[src/rtl/mul_sched_pkg.sv]
// Shared definitions for the multiply scheduler: FSM encoding and the
// operation bundle carried from the issue slots to the multiplier.
package mul_sched_pkg;

  localparam int SINGLE_WORD = 32;

  typedef enum logic [1:0] {
    ST_IDLE  = 2'd0,
    ST_ISSUE = 2'd1,
    ST_WAIT  = 2'd2
  } mul_state_t;

  typedef struct packed {
    logic                     is_signed;
    logic                     acc;
    logic                     addsub;
    logic [2*SINGLE_WORD-1:0] opnd;
  } mul_op_t;

  localparam int MUL_OP_W = $bits(mul_op_t);

endpackage

[src/rtl/mul_req_fifo.sv]
// In-order request queue with two write ports (slot 0 lands first) and one
// pop port. Pointers wrap modulo DEPTH; the count separates full from empty.
module mul_req_fifo
  import mul_sched_pkg::*;
#(
  parameter int DEPTH = 2,
  parameter int TAGW  = 4,
  localparam int PW   = $clog2(DEPTH),
  localparam int CW   = PW + 1
) (
  input  logic            clk,
  input  logic            rst,
  input  logic            flush,
  input  logic            push0,
  input  mul_op_t         op0,
  input  logic [TAGW-1:0] tag0,
  input  logic            push1,
  input  mul_op_t         op1,
  input  logic [TAGW-1:0] tag1,
  input  logic            pop,
  output mul_op_t         head_op,
  output logic [TAGW-1:0] head_tag,
  output logic [CW-1:0]   count
);

  mul_op_t         op_mem  [DEPTH];
  logic [TAGW-1:0] tag_mem [DEPTH];
  logic [PW-1:0]   wr_ptr;
  logic [PW-1:0]   rd_ptr;
  logic [PW-1:0]   wr_ptr1;
  logic [1:0]      n_push;

  // Slot 1 goes behind slot 0 only when slot 0 is also pushing.
  assign wr_ptr1 = push0 ? wr_ptr + 1'b1 : wr_ptr;
  assign n_push  = {1'b0, push0} + {1'b0, push1};

  assign head_op  = op_mem[rd_ptr];
  assign head_tag = tag_mem[rd_ptr];

  always_ff @(posedge clk) begin
    if (!flush) begin
      if (push0) begin
        op_mem[wr_ptr]  <= op0;
        tag_mem[wr_ptr] <= tag0;
      end
      if (push1) begin
        op_mem[wr_ptr1]  <= op1;
        tag_mem[wr_ptr1] <= tag1;
      end
    end
  end

  always_ff @(posedge clk or negedge rst) begin
    if (!rst) begin
      wr_ptr <= '0;
      rd_ptr <= '0;
      count  <= '0;
    end else if (flush) begin
      wr_ptr <= '0;
      rd_ptr <= '0;
      count  <= '0;
    end else begin
      wr_ptr <= wr_ptr + PW'(n_push);
      if (pop) rd_ptr <= rd_ptr + 1'b1;
      count <= count + CW'(n_push) - CW'(pop);
    end
  end

endmodule

[src/rtl/mul_sched.sv]
// Multiply scheduler: queues requests from two issue slots and feeds them to
// the multiplier one at a time, owning the architectural HI/LO pair.
module mul_sched
  import mul_sched_pkg::*;
#(
  parameter int QDEPTH = 2,
  parameter int TAGW   = 4
) (
  input  logic                     clk,
  input  logic                     rst,
  input  logic                     req0_valid,
  output logic                     req0_ready,
  input  logic                     req0_signed,
  input  logic                     req0_acc,
  input  logic                     req0_addsub,
  input  logic [2*SINGLE_WORD-1:0] req0_opnd,
  input  logic [TAGW-1:0]          req0_tag,
  input  logic                     req1_valid,
  output logic                     req1_ready,
  input  logic                     req1_signed,
  input  logic                     req1_acc,
  input  logic                     req1_addsub,
  input  logic [2*SINGLE_WORD-1:0] req1_opnd,
  input  logic [TAGW-1:0]          req1_tag,
  input  logic                     cancel,
  output logic                     mul_req,
  output logic                     mul_signed,
  output logic                     mul_acc,
  output logic                     mul_addsub,
  output logic [2*SINGLE_WORD-1:0] mul_opnd,
  output logic                     mul_cancel,
  input  logic                     mul_opnd_ok,
  input  logic                     mul_data_ok,
  input  logic [2*SINGLE_WORD-1:0] mul_res,
  output logic [2*SINGLE_WORD-1:0] hilo_data,
  input  logic                     wr_hi,
  input  logic                     wr_lo,
  input  logic [SINGLE_WORD-1:0]   wr_data,
  output logic                     hilo_busy,
  output logic                     done_valid,
  output logic [TAGW-1:0]          done_tag,
  output logic [2*SINGLE_WORD-1:0] done_res
);

  localparam int CW = $clog2(QDEPTH) + 1;
  localparam logic [CW-1:0] DEPTH_C  = CW'(QDEPTH);
  localparam logic [CW-1:0] DEPTH_M2 = CW'(QDEPTH - 2);

  mul_state_t             state;
  logic [CW-1:0]          count;
  mul_op_t                op0, op1, head_op;
  logic [TAGW-1:0]        head_tag, tag_q;
  logic [SINGLE_WORD-1:0] hi, lo;
  logic                   push0, push1, pop, nonempty_next;

  // Readiness uses the current count only; a same-cycle pop frees no slot.
  assign req0_ready = !cancel && (count < DEPTH_C);
  assign req1_ready = !cancel && (req0_valid ? (count <= DEPTH_M2) : (count < DEPTH_C));
  assign push0 = req0_valid && req0_ready;
  assign push1 = req1_valid && req1_ready;
  assign pop   = (state == ST_ISSUE) && mul_opnd_ok && !cancel;
  assign nonempty_next = (count != '0) || push0 || push1;

  assign op0 = '{is_signed: req0_signed, acc: req0_acc, addsub: req0_addsub, opnd: req0_opnd};
  assign op1 = '{is_signed: req1_signed, acc: req1_acc, addsub: req1_addsub, opnd: req1_opnd};

  mul_req_fifo #(.DEPTH(QDEPTH), .TAGW(TAGW)) u_fifo (
    .clk      (clk),
    .rst      (rst),
    .flush    (cancel),
    .push0    (push0),
    .op0      (op0),
    .tag0     (req0_tag),
    .push1    (push1),
    .op1      (op1),
    .tag1     (req1_tag),
    .pop      (pop),
    .head_op  (head_op),
    .head_tag (head_tag),
    .count    (count)
  );

  assign mul_signed = head_op.is_signed;
  assign mul_acc    = head_op.acc;
  assign mul_addsub = head_op.addsub;
  assign mul_opnd   = head_op.opnd;
  assign mul_cancel = cancel;
  assign hilo_data  = {hi, lo};
  assign hilo_busy  = (count != '0) || (state != ST_IDLE);

  always_ff @(posedge clk or negedge rst) begin
    if (!rst) begin
      state      <= ST_IDLE;
      mul_req    <= 1'b0;
      tag_q      <= '0;
      hi         <= '0;
      lo         <= '0;
      done_valid <= 1'b0;
      done_tag   <= '0;
      done_res   <= '0;
    end else begin
      done_valid <= 1'b0;
      // Software writes only land while nothing is queued or in flight.
      if (!hilo_busy && wr_hi) hi <= wr_data;
      if (!hilo_busy && wr_lo) lo <= wr_data;
      if (cancel) begin
        state   <= ST_IDLE;
        mul_req <= 1'b0;
      end else begin
        case (state)
          ST_IDLE: begin
            if (count != '0) begin
              state   <= ST_ISSUE;
              mul_req <= 1'b1;
            end
          end
          ST_ISSUE: begin
            if (mul_opnd_ok) begin
              tag_q   <= head_tag;
              state   <= ST_WAIT;
              mul_req <= 1'b0;
            end
          end
          ST_WAIT: begin
            if (mul_data_ok) begin
              {hi, lo}   <= mul_res;
              done_valid <= 1'b1;
              done_tag   <= tag_q;
              done_res   <= mul_res;
              if (nonempty_next) begin
                state   <= ST_ISSUE;
                mul_req <= 1'b1;
              end else begin
                state <= ST_IDLE;
              end
            end
          end
          default: begin
            state   <= ST_IDLE;
            mul_req <= 1'b0;
          end
        endcase
      end
    end
  end

endmodule

[config.mk]
export PLATFORM = sky130hd
export DESIGN_NAME = mul_sched
export DESIGN_NICKNAME = d
export VERILOG_FILES = /design/src/rtl/mul_sched_pkg.sv /design/src/rtl/mul_req_fifo.sv /design/src/rtl/mul_sched.sv
export SDC_FILE = /design/constraint.sdc
export NUM_CORES = 1
export LEC_CHECK = 0
export CAP_MARGIN = 5
export CORE_MARGIN = 5
export CORE_UTILIZATION = 30
export CTS_BUF_LIST = sky130_fd_sc_hd__clkbuf_8 sky130_fd_sc_hd__clkbuf_16
export CTS_CLUSTER_DIAMETER = 120
export CTS_CLUSTER_SIZE = 8
export DETAILED_ROUTE_END_ITERATION = 8
export PLACE_DENSITY_LB_ADDON = 0.25
export SYNTH_ARGS = -nofsm -noshare
export SYNTH_HDL_FRONTEND = slang
export SYNTH_HIERARCHICAL = 1
export SYNTH_SLANG_ARGS = --single-unit
[constraint.sdc]
create_clock -name clk -period 8.1 [get_ports clk]
set_clock_uncertainty 0.1 [all_clocks]
set_input_delay 2.43 -clock clk [delete_from_list [all_inputs] [get_ports clk]]
set_output_delay 2.43 -clock clk [all_outputs]
set_load 0.01 [all_outputs]
# --- Word-level counts from Yosys, hierarchy flattened ---
# Memory sizes are Yosys's and may differ from the RTL's. A register that Yosys moved wholly into a read port is not among the register bits.
# Cells that the tools add are included.
word_totals:
  output_inout_bits: 205
  ram_bits: 142
  mem_count: 2
  inputBits: 247
  regBits: 140
  wordCells: 84
mem_list:
  columns: ["memory", "words", "width", "rd", "rd_ports_with_merged_regs", "write_ports", "line", "text"]
  rows:
  - ["u_fifo.op_mem", 2, 67, 1, 0, 2, "mul_req_fifo.sv:26", "mul_op_t op_mem [DEPTH];"]
  - ["u_fifo.tag_mem", 2, 4, 1, 1, 2, "mul_req_fifo.sv:27", "logic [TAGW-1:0] tag_mem [DEPTH];"]
op_classes:
  n_reduce_logical: 22
  add_sub_neg: 6
  magnitude_cmp: 2
  bitwise: 1
  muxes: 35
  n_eq_ne: 6
ops:
  columns: ["op", "count"]
  rows:
  - ["2-to-1 mux 32 bit", 8]
  - ["2-to-1 mux 1 bit", 20]
  - ["inequality test 3 bit (second input constant)", 4]
  - ["2-to-1 mux 2 bit", 5]
  - ["AND reduction 3 bit", 3]
  - ["logical AND 1 bit", 8]
  - ["case mux 2 bit (3 select lines)", 1]
  - ["nonzero test 2 bit", 3]
  - ["AND reduction 4 bit", 1]
  - ["logical NOT 1 bit", 3]
  - ["logical OR 1 bit", 3]
  - ["case mux 1 bit (3 select lines)", 1]
  - ["adder 1 bit (second input constant)", 2]
  - ["adder 1 x 1 -> 2 bit", 1]
  - ["adder 2 bit", 1]
  - ["equality test 2 x 1 -> 1 bit (second input constant)", 1]
  - ["equality test 2 bit (second input constant)", 1]
  - ["<= comparator 2 x 1 -> 1 bit (second input constant)", 1]
  - ["logical NOT 2 bit", 1]
  - ["less-than comparator 2 bit (second input constant)", 1]
  - ["subtractor 2 x 1 -> 2 bit", 1]
  - ["adder 1 bit", 1]
  - ["inverter 1 bit", 1]

# --- Longest topological paths before layout ---
# Gate-level depths: netlist (run 1).
logic_depth:
  ltp_word: 9
  ltp_mapped: 11
  depth_no_buf: 10

# --- Cells and area by module ---
# Netlist (run 1), hierarchy kept.
modules_own_cells:
  columns: ["module", "n_inst", "cells_per_inst", "area_per_inst_um2", "seq_area_each_um2"]
  rows:
  - ["mul_req_fifo", 1, 407, 7450.9, 4364.2]
  - ["mul_sched", 1, 609, 5636.7, 3503.4]

# --- Least setup slack after synthesis (run 1) ---
# OpenSTA, ideal clock, no wires.
synth_path:
  path_type: "in2reg"
  start: "input cancel"
  end: "memory u_fifo/op_mem[0][0] (netlist name), enable pin"
  required_ns: 7.476
  arrival_ns: 6.808
  setup_ns: 0.524
  path_buffers: 1
  path_stages: 5
  setup_slack_ns: 0.668
  cell_sequence: "clkbuf_1 a211oi_1 and2_1 o21ai_0 a21oi_1"
synth_rtl:
  columns: ["item", "line", "text"]
  rows:
  - ["from (decl)", "mul_sched.sv:25", "input logic cancel,"]
  - ["to (decl)", "mul_req_fifo.sv:26", null]

# --- Worst setup path in the final report (run 1) ---
layout_path:
  start: "input cancel"
  end: "output req1_ready"
layout_between:
  elab_chain_cells: 2
layout_rtl:
  columns: ["item", "line", "text"]
  rows:
  - ["logical NOT 1 bit", null, null]
  - ["logical AND 1 bit", "mul_sched.sv:58", "assign req1_ready = !cancel && (req0_valid ? (count <= DEPTH_M2) : (count < DEPTH_C));"]
  - ["to (decl)", "mul_sched.sv:19", "output logic req1_ready,"]
# No other way between the ends.

==> results of run 1 <==
-- placed cells by master, fill, tap and decap left out, types with 2 or more instances in the layout --
cell type,netlist,layout
xnor2_1,6,6
a21oi_1,5,3
mux2_4,70,70
buf_4,17,12
edfxtp_1,142,142
inv_1,6,24
inv_2,2,2
clkdlybuf4s50_1,0,450
mux2_2,147,147
clkbuf_16,0,41
o21ai_0,3,3
and2_2,0,2
dfrtp_1,144,143
and2_1,4,2
diode_2,0,3
a211oi_1,2,2
nand2_1,272,272
nor2_1,9,9
inv_6,0,2
ha_1,3,3
a21oi_4,0,2
nand3_1,131,131
-- cell families (layout without fill, tap and decap cells) --
kind of cell,count (synthesis),after routing
buffers and inverters,69,533
xor gates and xnor gates,6,6
DFF,286,286
AOI/OAI and AO/OA,11,11
and+or+nand+nor,424,424
adders and majority gates,3,3
muxes,217,217
other,0,3
-- worst max-delay path, stage by stage --
cell	delay, ns
clkdlybuf4s50_1	0.39
buf_4	0.20
a211oi_1	0.29
clkdlybuf4s50_1	0.59
-- through the flow --
step / setup WS, ns / instances / total power [mW]
floorplan: 0.668 / 1016 / 3.26
global placement: 1.67 / 2003 / 4.45
detailed placement: 1.66 / 2003 / 4.49
CTS: 1.65 / 2065 / 6.06
global route: 1.56 / 2067 / 6.29
finish: 1.66 / 2068 / 5.95
-- routing by layer --
| layer | GRT usage, % | vias up | wire [µm] |
|---|---|---|---|
| li1 | - | 4452 | - |
| met1 | 18.7 | 4699 | 15600 |
| met2 | 27.7 | 403 | 19700 |
| met3 | 6.90 | 70 | 4320 |
| met4 | 6.22 | 8 | 1310 |
| met5 | 0 | - | 46 |
-- flip-flops by register name, indices dropped and copies added, names as in the netlist --
signal and flops:
done_res 64, done_tag 4, done_valid 1, hi 32
lo 32, mul_req 1, state 2, tag_q 4
u_fifo/count 2, u_fifo/op_mem 134, u_fifo/rd_ptr 1, u_fifo/tag_mem 8
u_fifo/wr_ptr 1
-- power groups by stage --
stage / registers (mW) / logic [mW] / clock network [mW]
5_1_grt: 2.27 / 2.38 / 1.64
3_5_place_dp: 2.25 / 2.24 / 0
4_1_cts: 2.22 / 2.25 / 1.59
3_3_place_gp: 2.23 / 2.22 / 0
6_report: 2.22 / 2.21 / 1.52
2_1_floorplan: 2.37 / 0.888 / 0
-- final timing paths --
kind	startpoint	endpoint	depth (start not counted)
setup / recovery	cancel	req1_ready	4
hold / removal	tag_q[3]	done_tag[3]	2
setup reg to reg	u_fifo/count[1]	u_fifo/op_mem[1][36]	6
hold reg to reg	tag_q[3]	done_tag[3]	2
max in group asynchronous	rst	hi[30]	2
min in group asynchronous	rst	done_res[11]	1
-- cell usage after synthesis, types with 2 or more instances --
cell type	count
nand3_1	131
nor2_1	9
xnor2_1	6
mux2_4	70
clkbuf_1	4
buf_4	17
inv_2	2
and2_1	4
o21ai_0	3
edfxtp_1	142
buf_6	8
a21oi_1	5
mux2_2	147
buf_12	8
ha_1	3
dfrtp_1	144
inv_1	6
a211oi_1	2
buf_1	6
nand2_1	272
buf_2	18
-- layout make-up --
cell class,instances,area (µm²),area share [%]
multi-input combinational,661,4710,24.7
antenna,3,7.51,0.0393
clock inverter,20,85.1,0.446
sequential,286,7870,41.2
inverter,8,30.0,0.157
timing repair buffer,463,4610,24.1
clock buffer,42,1040,5.45
tap,585,732,3.84
==> results_dict.tcl, run 1 <==
set metrics [dict create \
    outcome "finished clean" \
    wl_um 41000 \
    ctsLongestPathBuffers 3 \
    worst_pin_slew_ns 1.15 \
    switchingPower_mw 1.89 \
    htree_levels 2 \
    place_congestion 0.806 \
    power_frac_clock_pct 25.6 \
    utilization_pct 44.3 \
    powerDensity_nw_per_um2 312 \
    ctsHoldBuffers 0 \
    synth-simple-area-share_pct 13.9 \
    wl_per_cell_um 19.8 \
    grt_pass1_vias 10200 \
    avgSynthCellArea_um2 12.9 \
    drc 0 \
    track_usage_pct 16.5 \
    area_growth_pct 45.8 \
    route.vias.total 9632 \
    yosysSeqAreaShare_pct 60.1 \
    numCtsBuffers 41 \
    io_pins 452 \
    dieArea_um2 47900 \
    synth_top_area_share_pct 32.6 \
    fin_area_um2 19100 \
    core_um2 43100 \
    nNetsFinal 1711 \
    routed_via_density 4.66 \
    hp-class "flip-flop to flip-flop" \
    dr.pass1.iters 5 \
    cts_tree "built" \
    drive_gt1_share_pct 19.3 \
    grt_max_degree 92 \
    cts_resized 0 \
    vdd_ir_drop_max_uv 138 \
    ys_warn_count 6 \
    slew-limit-headroom_pct 23.3 \
    synth-seq-cells 286 \
    insertion_delay_ns 0.54 \
    max_cap_violations 0 \
    crit_fanout 16 \
    synth_edf_count 142 \
    io_buffers 451 \
    fin_crit_sh_pct 79.5 \
    die_h_um 219 \
    synth_top_area_cell "edfxtp_1" \
    path_clk_slew_ns 0.05 \
    n_fill_cell 4070 \
    synth_top_family_by_area "multiplexers" \
    p_leak_nw 8.04 \
    root_buffer "clkbuf_16" \
    synth_ff_type "dfrtp_1" \
    muxShareOfSynthArea_pct 20.7 \
    seqPwrFrac_pct 37.3 \
    yosys-top-cells-area "edfxtp_1, dfrtp_1, mux2_2" \
    synth_adder_area_share_pct 0.287 \
    ant_nets 0 \
    grt_pass1_wl_um 60800 \
    grt_antenna_before_repair 6 \
    rsz0062_at_grt "no" \
    cp-end-kind "primary output" \
    worst_setup_path_start_kind "input pin" \
    hold_violations 0 \
    worstPathRequired_ns 5.57 \
    comb_power_share_pct 37.1 \
    dp_hpwl_um 29200 \
    syn_nets 1266 \
    setup_viol 0 \
    slew_viol_final 0 \
    fmax_ghz 0.155 \
    timing.hold.ws_ns 0.359 \
    synthArstFlopShare_pct 50.3 \
    netlist-cell-type-count 30 \
    overflow 0 \
    synth_xor_area_share_pct 0.402 \
    post_dp_cell_area_um2 18000 \
    sw_frac_of_total_pct 31.8 \
    syn_area_um2 13100 \
    syn_inst 1016 \
    first_iter_violations 616 \
    rrSetupSlack_ns 5.02 \
    synth_compound_area_share_pct 0.478 \
    setup-tns-final_ns 0 \
    finalCriticalPeriod_ns 6.44 \
    crit_type "input pin to primary output" \
    cts_setup_buffers 0 \
    num_rows 76 \
    initial_core_util_pct 30.4 \
    die_x_um 219 \
    cp.arrival_ns 3.91 \
    cts.sinks 286 \
    internal-power_mw 4.06 \
]
(Power assumes the default switching activity.)
==> run 2: changes to the inputs <==
==> constraint.sdc (replaced) <==
create_clock -name clk -period 6.6 [get_ports clk]
set_clock_uncertainty 0.1 [all_clocks]
set_input_delay 1.98 -clock clk [delete_from_list [all_inputs] [get_ports clk]]
set_output_delay 1.98 -clock clk [all_outputs]
set_load 0.01 [all_outputs]
==> results_dict.tcl, run 2 (synthesis results as in run 1) <==
set metrics [dict create \
    outcome "finished clean" \
    wl_per_cell_um 19.9 \
    dr.pass1.iters 6 \
    final_common_cell "clkdlybuf4s50_1" \
    instances_no_fill 2067 \
    die_h_um 219 \
    cp-end-kind "primary output" \
    crit_type "input pin to primary output" \
    crit_path_frequent_cell "clkdlybuf4s50_1" \
    cp.buffers_inverters 3 \
    grt_antenna_before_repair 6 \
    whs_path_depth 2 \
    worst_pin_slew_ns 1.10 \
    dieArea_um2 47900 \
    initial_core_util_pct 30.4 \
    top_register "u_fifo/op_mem" \
    cts_tree "built" \
    cp.arrival_ns 3.54 \
    first_iter_violations 595 \
    die_x_um 219 \
    critPathLaunch "cancel" \
    dp.cells 2001 \
    place_ws_ns 0.942 \
    path_cells "clkdlybuf4s50_1, buf_4, clkdlybuf4s50_1" \
    hp-class "flip-flop to flip-flop" \
    cts_setup_buffers 0 \
    ant_nets 0 \
    setup_viol 0 \
    rsz0062_at_grt "no" \
    largest_reg_flops 134 \
    slew-limit-headroom_pct 26.5 \
    nNetsFinal 1709 \
    final_cell_mix "clkdlybuf4s50_1, nand2_1, mux2_2, dfrtp_1, edfxtp_1" \
    fmax_ghz 0.178 \
    grt_max_degree 108 \
    htree_levels 2 \
    cts_resized 0 \
    worst_setup_path_start_kind "input pin" \
    setup_ws_ns 0.976 \
    min-delay-start "done_res[35]" \
    powerDensity_nw_per_um2 385 \
    drc 0 \
    drive_gt1_share_pct 19.1 \
    num_rows 76 \
    worstPathRequired_ns 4.52 \
    route.vias.total 9569 \
    rrSetupSlack_ns 3.62 \
    vdd_ir_drop_max_uv 182 \
    crit_fanout 14 \
    overflow 0 \
    worstSetupPathDepth 3 \
    cts.sinks 286 \
    p_leak_nw 8.05 \
    ctsLongestPathBuffers 3 \
    hold_violations 0 \
    top_regs "u_fifo/op_mem: 134 flops, done_res: 64 flops" \
    routed_via_density 4.63 \
    setup-tns-final_ns 0 \
    area_growth_pct 46.1 \
    grt_pass1_wl_um 60800 \
    worstRegToRegCells 6 \
    wl_um 41100 \
    numCtsBuffers 41 \
    max_cap_violations 0 \
    insertion_delay_ns 0.53 \
    io_pins 452 \
    io_buffers 451 \
    fin_crit_sh_pct 85.2 \
    critPathMaxStageDelay_ns 0.63 \
    finalCriticalPeriod_ns 5.62 \
    dp_hpwl_um 28900 \
    track_usage_pct 16.5 \
    root_buffer "clkbuf_16" \
    path_clk_slew_ns 0.05 \
    place_congestion 0.810 \
    reg2reg_from "state[0]" \
    core_um2 43100 \
    ctsHoldBuffers 0 \
    crit_slowest_cell "clkdlybuf4s50_1" \
    slew_viol_final 0 \
    grt_pass1_vias 10100 \
    crit_family "buffers and inverters" \
]
-- run 2: final timing paths --
kind | endpoint
setup / recovery | mul_cancel
max in group asynchronous | lo[3]
setup reg to reg | lo[16]
hold / removal | done_res[35]
min in group asynchronous | lo[12]
hold reg to reg | done_res[35]
-- run 2: power breakdown --
group,total (mW),switching (mW),internal [mW]
combinational,2.69,1.26,1.42
clock,1.92,0.755,1.16
sequential,2.76,0.311,2.45
total,7.36,2.33,5.03
-- run 2: cell type report --
class                   instances  area, µm²
repair buffers                461       4600
clock buffers                  44       1090
flip-flops and latches        286       7870
clock inverters                19       76.3
fillers                      4043      24000
inverters                       8       30.0
diodes                          3       7.51
multi-input cells             661       4710
well taps                     585        732
-- run 2: per-stage QoR --
stage	hold slack (ns)	total power, mW	utilization, %	instance area, µm²
after global placement	0.358	5.49	41.7	18000
after CTS	0.374	7.50	44.4	19100
final	0.370	7.36	44.4	19100
after floorplan	0.335	3.99	-	13100
after detailed placement	0.362	5.53	41.7	18000
after global routing	0.389	7.79	44.4	19100
-- run 2: routing by layer --
layer  up-vias  GRT usage, %  part of all wire (%)
met5         -             0                  0.11
met4         8          4.77                   2.5
met3        72          7.71                    11
met2       393          27.4                    48
met1      4648          19.1                    38
li1       4448             -                     -
-- run 2: worst reg2reg max path, stage by stage (launching register included) --
cell,delay [ns]
dfrtp_1,0.45
inv_1,0.14
nand4_4,0.58
inv_2,0.81
buf_4,0.53
nand2_1,0.19
nand3_1,0.12
